**src/rtl/nivel_reservatorio_ctrl_pkg.sv**
```systemverilog
// Shared types and constants for the reservoir level controller.
// Holds the state encoding, the probe patterns and the pattern classifier.
package nivel_reservatorio_ctrl_pkg;

  typedef enum logic [2:0] {
    INIT    = 3'd0,
    CRITICO = 3'd1,
    BAIXO   = 3'd2,
    MEDIO   = 3'd3,
    ALTO    = 3'd4,
    ERRO    = 3'd5
  } nivel_state_t;

  localparam logic [2:0] P_CRIT  = 3'b000;
  localparam logic [2:0] P_BAIXO = 3'b001;
  localparam logic [2:0] P_MEDIO = 3'b011;
  localparam logic [2:0] P_ALTO  = 3'b111;

  // Probes fill from the bottom, so any pattern with a gap is physically impossible.
  function automatic nivel_state_t classify(input logic [2:0] p);
    nivel_state_t s;
    case (p)
      P_CRIT:  s = CRITICO;
      P_BAIXO: s = BAIXO;
      P_MEDIO: s = MEDIO;
      P_ALTO:  s = ALTO;
      default: s = ERRO;
    endcase
    return s;
  endfunction

  function automatic logic is_level(input nivel_state_t s);
    return (s == CRITICO) || (s == BAIXO) || (s == MEDIO) || (s == ALTO);
  endfunction

endpackage

```
**src/rtl/debounce_sync.sv**
```systemverilog
// Two-flop synchroniser plus debounce: a pattern is accepted once the
// synchronised value has been stable for DEB_CYCLES consecutive comparisons.
module debounce_sync #(
  parameter int unsigned W          = 3,
  parameter int unsigned DEB_CYCLES = 16
) (
  input  logic         clk,
  input  logic         rst_n,
  input  logic [W-1:0] din,
  output logic [W-1:0] dout,
  output logic         accept
);

  localparam int unsigned CW = $clog2(DEB_CYCLES);
  localparam logic [CW-1:0] CNT_MAX = CW'(DEB_CYCLES - 1);

  logic [W-1:0]  sync1;
  logic [W-1:0]  sync2;
  logic [W-1:0]  cand;
  logic [CW-1:0] cnt;

  always_ff @(posedge clk) begin
    if (!rst_n) begin
      sync1 <= '0;
      sync2 <= '0;
      cand  <= '0;
      cnt   <= '0;
    end else begin
      sync1 <= din;
      sync2 <= sync1;
      cand  <= sync2;
      if (sync2 != cand)
        cnt <= '0;
      else if (cnt != CNT_MAX)
        cnt <= cnt + 1'b1;
    end
  end

  // Counter saturates, so a stable pattern keeps re-asserting accept every cycle.
  assign accept = (sync2 == cand) && (cnt == CNT_MAX);
  assign dout   = sync2;

endmodule

```
**src/rtl/nivel_reservatorio_ctrl.sv**
```systemverilog
// Reservoir level classifier and display-select generator feeding the 7-seg decoder.
// Build option ERR_LATCH_EN: ERRO becomes sticky and is cleared by the Err_Clr input.
module nivel_reservatorio_ctrl #(
  parameter int unsigned DEB_CYCLES = 16,
  parameter int unsigned SD_PERIOD  = 50000000,
  parameter int unsigned CNT_W      = 26
) (
  input  logic       Clk,
  input  logic       Rst_n,
  input  logic [2:0] Sensor,
`ifdef ERR_LATCH_EN
  input  logic       Err_Clr,
`endif
  output logic       Nv_Critico,
  output logic       Nv_Baixo,
  output logic       Nv_Medio,
  output logic       Nv_Alto,
  output logic       Err,
  output logic       Sd
);

  import nivel_reservatorio_ctrl_pkg::*;

  localparam logic [CNT_W-1:0] SD_LAST = CNT_W'(SD_PERIOD - 1);

  logic [2:0]       pattern;
  logic             accept;
  nivel_state_t     state;
  nivel_state_t     next_state;
  logic [CNT_W-1:0] sd_cnt;

  debounce_sync #(
    .W          (3),
    .DEB_CYCLES (DEB_CYCLES)
  ) u_debounce (
    .clk    (Clk),
    .rst_n  (Rst_n),
    .din    (Sensor),
    .dout   (pattern),
    .accept (accept)
  );

  always_ff @(posedge Clk) begin
    if (!Rst_n)
      state <= INIT;
    else
      state <= next_state;
  end

  always_comb begin
    next_state = state;
`ifdef ERR_LATCH_EN
    if (state == ERRO) begin
      if (Err_Clr)
        next_state = INIT;
    end else if (accept) begin
      next_state = classify(pattern);
    end
`else
    if (accept)
      next_state = classify(pattern);
`endif
  end

  always_comb begin
    Nv_Critico = (state == CRITICO);
    Nv_Baixo   = (state == BAIXO);
    Nv_Medio   = (state == MEDIO);
    Nv_Alto    = (state == ALTO);
    Err        = (state == ERRO);
  end

  // Gating on both current and next state makes entry into ERRO win over a
  // simultaneous wrap, and makes the edge leaving INIT/ERRO start at count 0.
  always_ff @(posedge Clk) begin
    if (!Rst_n) begin
      sd_cnt <= '0;
      Sd     <= 1'b0;
    end else if (!(is_level(state) && is_level(next_state))) begin
      sd_cnt <= '0;
      Sd     <= 1'b0;
    end else if (sd_cnt == SD_LAST) begin
      sd_cnt <= '0;
      Sd     <= ~Sd;
    end else begin
      sd_cnt <= sd_cnt + 1'b1;
    end
  end

endmodule
```
**config.mk**
```make
export PLATFORM = sky130hd
export DESIGN_NAME = nivel_reservatorio_ctrl
export DESIGN_NICKNAME = d
export VERILOG_FILES = /design/src/rtl/nivel_reservatorio_ctrl_pkg.sv /design/src/rtl/debounce_sync.sv /design/src/rtl/nivel_reservatorio_ctrl.sv
export SDC_FILE = /design/constraint.sdc
export NUM_CORES = 1
export LEC_CHECK = 0
export BUFFER_PORTS_ARGS = -buffer_cell sky130_fd_sc_hd__buf_2
export CAP_MARGIN = 20
export CORE_MARGIN = 4
export CORE_UTILIZATION = 32
export CTS_BUF_LIST = sky130_fd_sc_hd__clkbuf_8
export DETAILED_ROUTE_END_ITERATION = 16
export GPL_TIMING_DRIVEN = 0
export HOLD_SLACK_MARGIN = 0.05
export PLACE_DENSITY_LB_ADDON = 0.15
export RECOVER_POWER = 50
export SYNTH_ARGS = -nofsm -noshare
export SYNTH_HDL_FRONTEND = slang
export SYNTH_HIERARCHICAL = 1
export SYNTH_SLANG_ARGS = --single-unit
```
**constraint.sdc**
```tcl
create_clock -name Clk -period 5.43 [get_ports Clk]
set_clock_uncertainty 0.1 [all_clocks]
set_input_delay 1.086 -clock Clk [delete_from_list [all_inputs] [get_ports Clk]]
set_output_delay 1.086 -clock Clk [all_outputs]
set_load 0.01 [all_outputs]
```
# Word-level counts from Yosys, hierarchy flattened
# Index checks and enable logic that the tools add are counted.
# totals
out_inout_bits	6
inputBits	5
wordCells	43
regBits	43
# classes
n_eq_ne	17
add_sub_neg	2
n_bitwise	3
n_reduce_logical	12
muxes	2
# op_table
op	n
$add 26x1->26 const B	1
$eq 26x26->1 const B	1
$eq 3x2->1 const B	5
$eq 3x3->1 const B	4
$pmux 3 s4	1
$eq 3x1->1 const B	3
$logic_or 1x1->1	6
$add 4x1->4 const B	1
$eq 4x4->1 const B	1
$ne 4x4->1 const B	1
$eq 3x3->1	1
$logic_not 3->1	1
$mux 3	1
$ne 3x3->1	1
$not 1->1	3
$reduce_or 3->1	1
$logic_and 1x1->1	2
$reduce_and 2->1	1
$reduce_or 2->1	1

# Logic depth before layout (Yosys ltp)
# depth
depth_word	10
mapped_depth	7
mapped_depth_nobuf	6

# Modules after synthesis
# The synthesis kept the hierarchy.
# modules_own_cells
mod	area_each_um2	cells_each	n_inst	seq_area_each_um2
nivel_reservatorio_ctrl	1481.4	167	1	600.6
debounce_sync	456.7	42	1	260.2

# Worst setup path after synthesis
# Ideal clock, no wire load.
# synth_path
kind	reg-to-reg
startpoint	register sd_cnt[4]
endpoint	register sd_cnt[23]
arrival_time_ps	1883
stages_incl_launch_ff	6
slack_ps	3367
setup_time_ps	81
synth_period_minus_slack_ps	2063
t_required_ps	5249
path_cell_list	dfxtp_1 > nand4_2 > or4b_4 > buf_6 > or4_4 > a211oi_2
# synth_via
elab_chain_len	2
# synth_rtl
element	line	text
start: declaration	nivel_reservatorio_ctrl.sv:30	logic [CNT_W-1:0] sd_cnt;
start signal: assignment	nivel_reservatorio_ctrl.sv:86	sd_cnt <= sd_cnt + 1'b1;
parallel branches: the longest is 2 deep, another holds $add 26x1->26	--	
# Several ways; the timed one is not identified.
# A chain may end at the register's enable or synchronous reset.

# Worst setup path in the final report
# layout_path
startpoint	register sd_cnt[0]
endpoint	register sd_cnt[13]
# The elaborated chain is that of the path after synthesis.

==> flow_metrics.py <==
metrics = {
    "detailed_routing": {
        "via_count_of_the_routed_design": 1551,
        "route.detailed.drc": 0,
        "vias_per_cell": 5.14,
        "antenna_viol_nets_final": 0,
        "first_iter_violations": 59,
        "drt_pass1_iterations": 4,
        "detail_route.wl_per_cell_um": 12.8,
        "detail_route.wirelength_um": 3870,
    },
    "place": {
        "hpwl_um": 2670,
        "placedInstanceArea_um2": 2080,
        "gpl.final_weighted_congestion": 0.733,
        "preCtsSetupSlack_ns": 2.83,
        "dp.cells": 294,
        "io_buffer_count": 10,
    },
    "hold_path": {
        "hold_path_class": "reg2reg",
        "min_delay_path_depth": 1,
    },
    "timing": {
        "finalWorstPathRequiredPeriod_ns": 2.58,
        "worst_slew_margin_rel_pct": 39.6,
        "timing_max_transition_violations_final": 0,
        "tightestPinTransition_ns": 0.899,
        "finalHoldViolations": 0,
        "finalHoldWorstSlack_ns": 0.336,
        "final_critical_path_setup_slack_ns": 2.85,
        "sum_of_negative_setup_slack_ns": 0,
        "finalSetupViolCount": 0,
        "final_critical_path_share_of_the_clock_period_pct": 47.4,
        "clock.fmax_ghz": 0.388,
        "grt_setup_unrepaired": "false",
    },
    "global_routing": {
        "grt-busiest-layer": "met2",
        "groute.layer.met1.usage_pct": 15.0,
        "antenna_found_initial": 0,
        "number_of_global_route_vias_before_repair": 1467,
        "grt_max_degree": 15,
        "globalRoute.totalOverflow": 0,
        "globalRouteMet3Util_pct": 2.98,
        "total_global_route_track_usage_pct": 11.5,
        "wire_length_of_the_first_global_routing_pass_um": 6790,
        "grt.met2_usage_pct": 17.9,
    },
    "synthesis": {
        "synth_area_um2": 1940,
        "number_of_flops_mapped_to_enable_cells_by_yosys": 0,
        "yosysWarningCount": 6,
        "synth_async_sr_flop_share_pct": 0,
        "yosysTopAreaCell": "sky130_fd_sc_hd__dfxtp_1",
        "synth.area.top_cells": "sky130_fd_sc_hd__dfxtp_1, sky130_fd_sc_hd__xnor2_1, sky130_fd_sc_hd__a211oi_1",
        "postSynthNetCount": 216,
        "ys_seq_area_share_pct": 44.4,
        "yosysTopAreaCellShare_pct": 44.4,
        "synthDistinctLibCells": 37,
        "syn_area_per_cell_um2": 9.27,
        "synth_seq_cells": 43,
        "syn_inst": 209,
        "synth_top_flop_cell": "sky130_fd_sc_hd__dfxtp_1",
    },
    "worst_setup_path": {
        "max_stage_delay_ns": 0.75,
        "crit_type": "reg2reg",
        "timing.critical_path.buf_inv": 1,
        "crit_chain": "ha_1 > and4_2 > nand4_1 > nor3_1 > clkbuf_1 > a211oi_1",
        "cp_max_fo": 10,
        "cp.depth": 6,
        "arrival_ns": 2.62,
        "critical_path.endpoint_type": "flop",
        "rr_worst_depth": 6,
        "largest_delay_contributor_family_on_the_critical_path": "simple AND/OR/NAND/NOR gates",
        "crit_slowest_cell": "sky130_fd_sc_hd__nor3_1",
        "required_ns": 5.48,
        "crit_path_start_kind": "flop",
    },
    "cells_and_area": {
        "layout.core_utilization_pct": 37.3,
        "count_of_non_filler_cells_in_the_finished_layout": 302,
        "design_area_um2": 2200,
        "num-nets-final": 233,
        "signed_area_change_from_the_synthesized_netlist_to_the_final_layout_pct": 13.3,
        "final_antenna_diode_count": 0,
        "drive_above_1_share_pct": 8.37,
        "fill_cells": 609,
    },
    "die": {
        "die-area_um2": 7370,
        "rows": 28,
        "die_span_y_um": 85.8,
        "fp.coreArea_um2": 5890,
        "initial_core_util_pct": 32.9,
        "die_width_um": 85.8,
        "boundary_pins": 11,
    },
    "clock_network": {
        "htree_num_levels": 2,
        "cts_buffers": 5,
        "worstSkewPairLatency_ns": 0.29,
        "clock_sink_count": 43,
        "ctsLongestPathBuffers": 2,
        "clk_pin_slew_ns": 0.08,
        "cts_hold_buffers": 0,
        "cts_root_buf": "sky130_fd_sc_hd__clkbuf_8",
        "tritoncts": "built",
        "postCtsResizedCells": 0,
        "postCtsSetupRepairBufs": 0,
    },
    "pwr": {
        "report.power.total_uw": 626,
        "cellLeakagePower_nw": 0.674,
        "largest_vdd_supply_drop_mv": 0.143,
        "powerDensity_nw_per_um2": 285,
    },
    "run": {
        "cap_viol_max_count": 0,
    },
    "run_status": {
        "run_status": "finished, final reports clean",
    },
}
## state kept, by name, indices dropped and copies added (netlist names)
name and cells:
Sd 1, u_debounce/cnt 4, u_debounce/sync1 3, u_debounce/dout 3
state 3, sd_cnt 26, u_debounce/cand 3
## synth_stat cells, types with 2 or more instances
library cell and instances:
sky130_fd_sc_hd__a211oi_1 12, sky130_fd_sc_hd__a211oi_2 2, sky130_fd_sc_hd__a21oi_1 2, sky130_fd_sc_hd__a31oi_1 2, sky130_fd_sc_hd__and2_1 12, sky130_fd_sc_hd__and3_1 3
sky130_fd_sc_hd__and3b_1 2, sky130_fd_sc_hd__and4_1 2, sky130_fd_sc_hd__clkbuf_1 6, sky130_fd_sc_hd__dfxtp_1 43, sky130_fd_sc_hd__ha_1 2, sky130_fd_sc_hd__inv_1 3
sky130_fd_sc_hd__nand2_1 7, sky130_fd_sc_hd__nand3_1 13, sky130_fd_sc_hd__nand4_1 7, sky130_fd_sc_hd__nand4_2 2, sky130_fd_sc_hd__nor2_1 10, sky130_fd_sc_hd__nor2b_1 3
sky130_fd_sc_hd__nor3_1 14, sky130_fd_sc_hd__nor3b_1 3, sky130_fd_sc_hd__nor4_1 2, sky130_fd_sc_hd__o21ai_0 11, sky130_fd_sc_hd__o31ai_1 6, sky130_fd_sc_hd__or3_1 8
sky130_fd_sc_hd__or4_1 5, sky130_fd_sc_hd__xnor2_1 13, sky130_fd_sc_hd__xor2_1 4
## path summary, 6_finish.rpt
path,start,end,slack [ns]
max reg2reg,sd_cnt[0],sd_cnt[13],2.85
min reg2reg,u_debounce/sync1[2],u_debounce/dout[2],0.34
min,u_debounce/sync1[2],u_debounce/dout[2],0.34
max,sd_cnt[0],sd_cnt[13],2.85
## routing by layer
| metal | share of wire (%) | wire length, um |
|---|---|---|
| met5 | 0 | 0 |
| met4 | 2.3 | 91 |
| met3 | 2.2 | 87 |
| met2 | 45 | 1730 |
| met1 | 51 | 1960 |
## final cells by class
type | count | area, um^2 | area share [%]
multi-input combinational | 156 | 1020 | 46.5
timing repair buffer | 10 | 42.5 | 1.94
buffer | 7 | 33.8 | 1.54
tap | 75 | 93.8 | 4.27
clock inverter | 3 | 63.8 | 2.91
clock buffer | 5 | 68.8 | 3.13
inverter | 3 | 11.3 | 0.513
sequential | 43 | 861 | 39.2
## worst register-to-register path: stages (launching register included)
cell and delay (ns):
sky130_fd_sc_hd__dfxtp_1 0.36, sky130_fd_sc_hd__ha_1 0.21, sky130_fd_sc_hd__and4_2 0.30, sky130_fd_sc_hd__nand4_1 0.14, sky130_fd_sc_hd__nor3_1 0.75, sky130_fd_sc_hd__clkbuf_1 0.49
sky130_fd_sc_hd__a211oi_1 0.10
## kinds of logic (layout without fill, tap and decap cells)
family	Yosys count	in the layout	share of synthesized area (%)
compound gates	36	36	12.7
xor+xnor	17	17	7.68
fa+ha+maj	2	2	1.29
buf+inv	10	28	2.32
flops	43	43	44.4
mux	1	1	0.516
simple gates	100	100	31.1
## power breakdown
part / total (mW) / internal [mW] / switching (mW) / leakage (nW)
Sequential: 0.323 / 0.319 / 0.00338 / 0.348
Clock: 0.291 / 0.182 / 0.109 / 0.0695
Combinational: 0.0117 / 0.00611 / 0.00557 / 0.256
Total: 0.626 / 0.507 / 0.118 / 0.674
## cells in the final DEF, fill, tap and decap left out, types with 2 or more instances in the layout
master                      synthesis  final
sky130_fd_sc_hd__and3_1             3      3
sky130_fd_sc_hd__and3b_1            2      2
sky130_fd_sc_hd__a21oi_1            2      2
sky130_fd_sc_hd__nand3_1           13     13
sky130_fd_sc_hd__nor2_1            10     10
sky130_fd_sc_hd__nor2b_1            3      3
sky130_fd_sc_hd__inv_1              3      4
sky130_fd_sc_hd__o31ai_1            6      6
sky130_fd_sc_hd__nor4_1             2      2
sky130_fd_sc_hd__and2_0             0      6
sky130_fd_sc_hd__clkbuf_1           6     12
sky130_fd_sc_hd__a31oi_1            2      2
sky130_fd_sc_hd__xnor2_1           13     13
sky130_fd_sc_hd__nor3b_1            3      3
sky130_fd_sc_hd__ha_1               2      2
sky130_fd_sc_hd__o21ai_0           11     11
sky130_fd_sc_hd__and2_1            12      6
sky130_fd_sc_hd__buf_2              0      4
sky130_fd_sc_hd__and4_1             2      2
sky130_fd_sc_hd__or4_1              5      5
sky130_fd_sc_hd__nand2_1            7      7
sky130_fd_sc_hd__bufinv_16          0      2
sky130_fd_sc_hd__or3_1              8      8
sky130_fd_sc_hd__dfxtp_1           43     43
sky130_fd_sc_hd__nand4_1            7      8
sky130_fd_sc_hd__a211oi_1          12     13
sky130_fd_sc_hd__xor2_1             4      4
sky130_fd_sc_hd__clkbuf_8           0      5
sky130_fd_sc_hd__nor3_1            14     14
No activity file was read; power rests on OpenSTA's default activity.
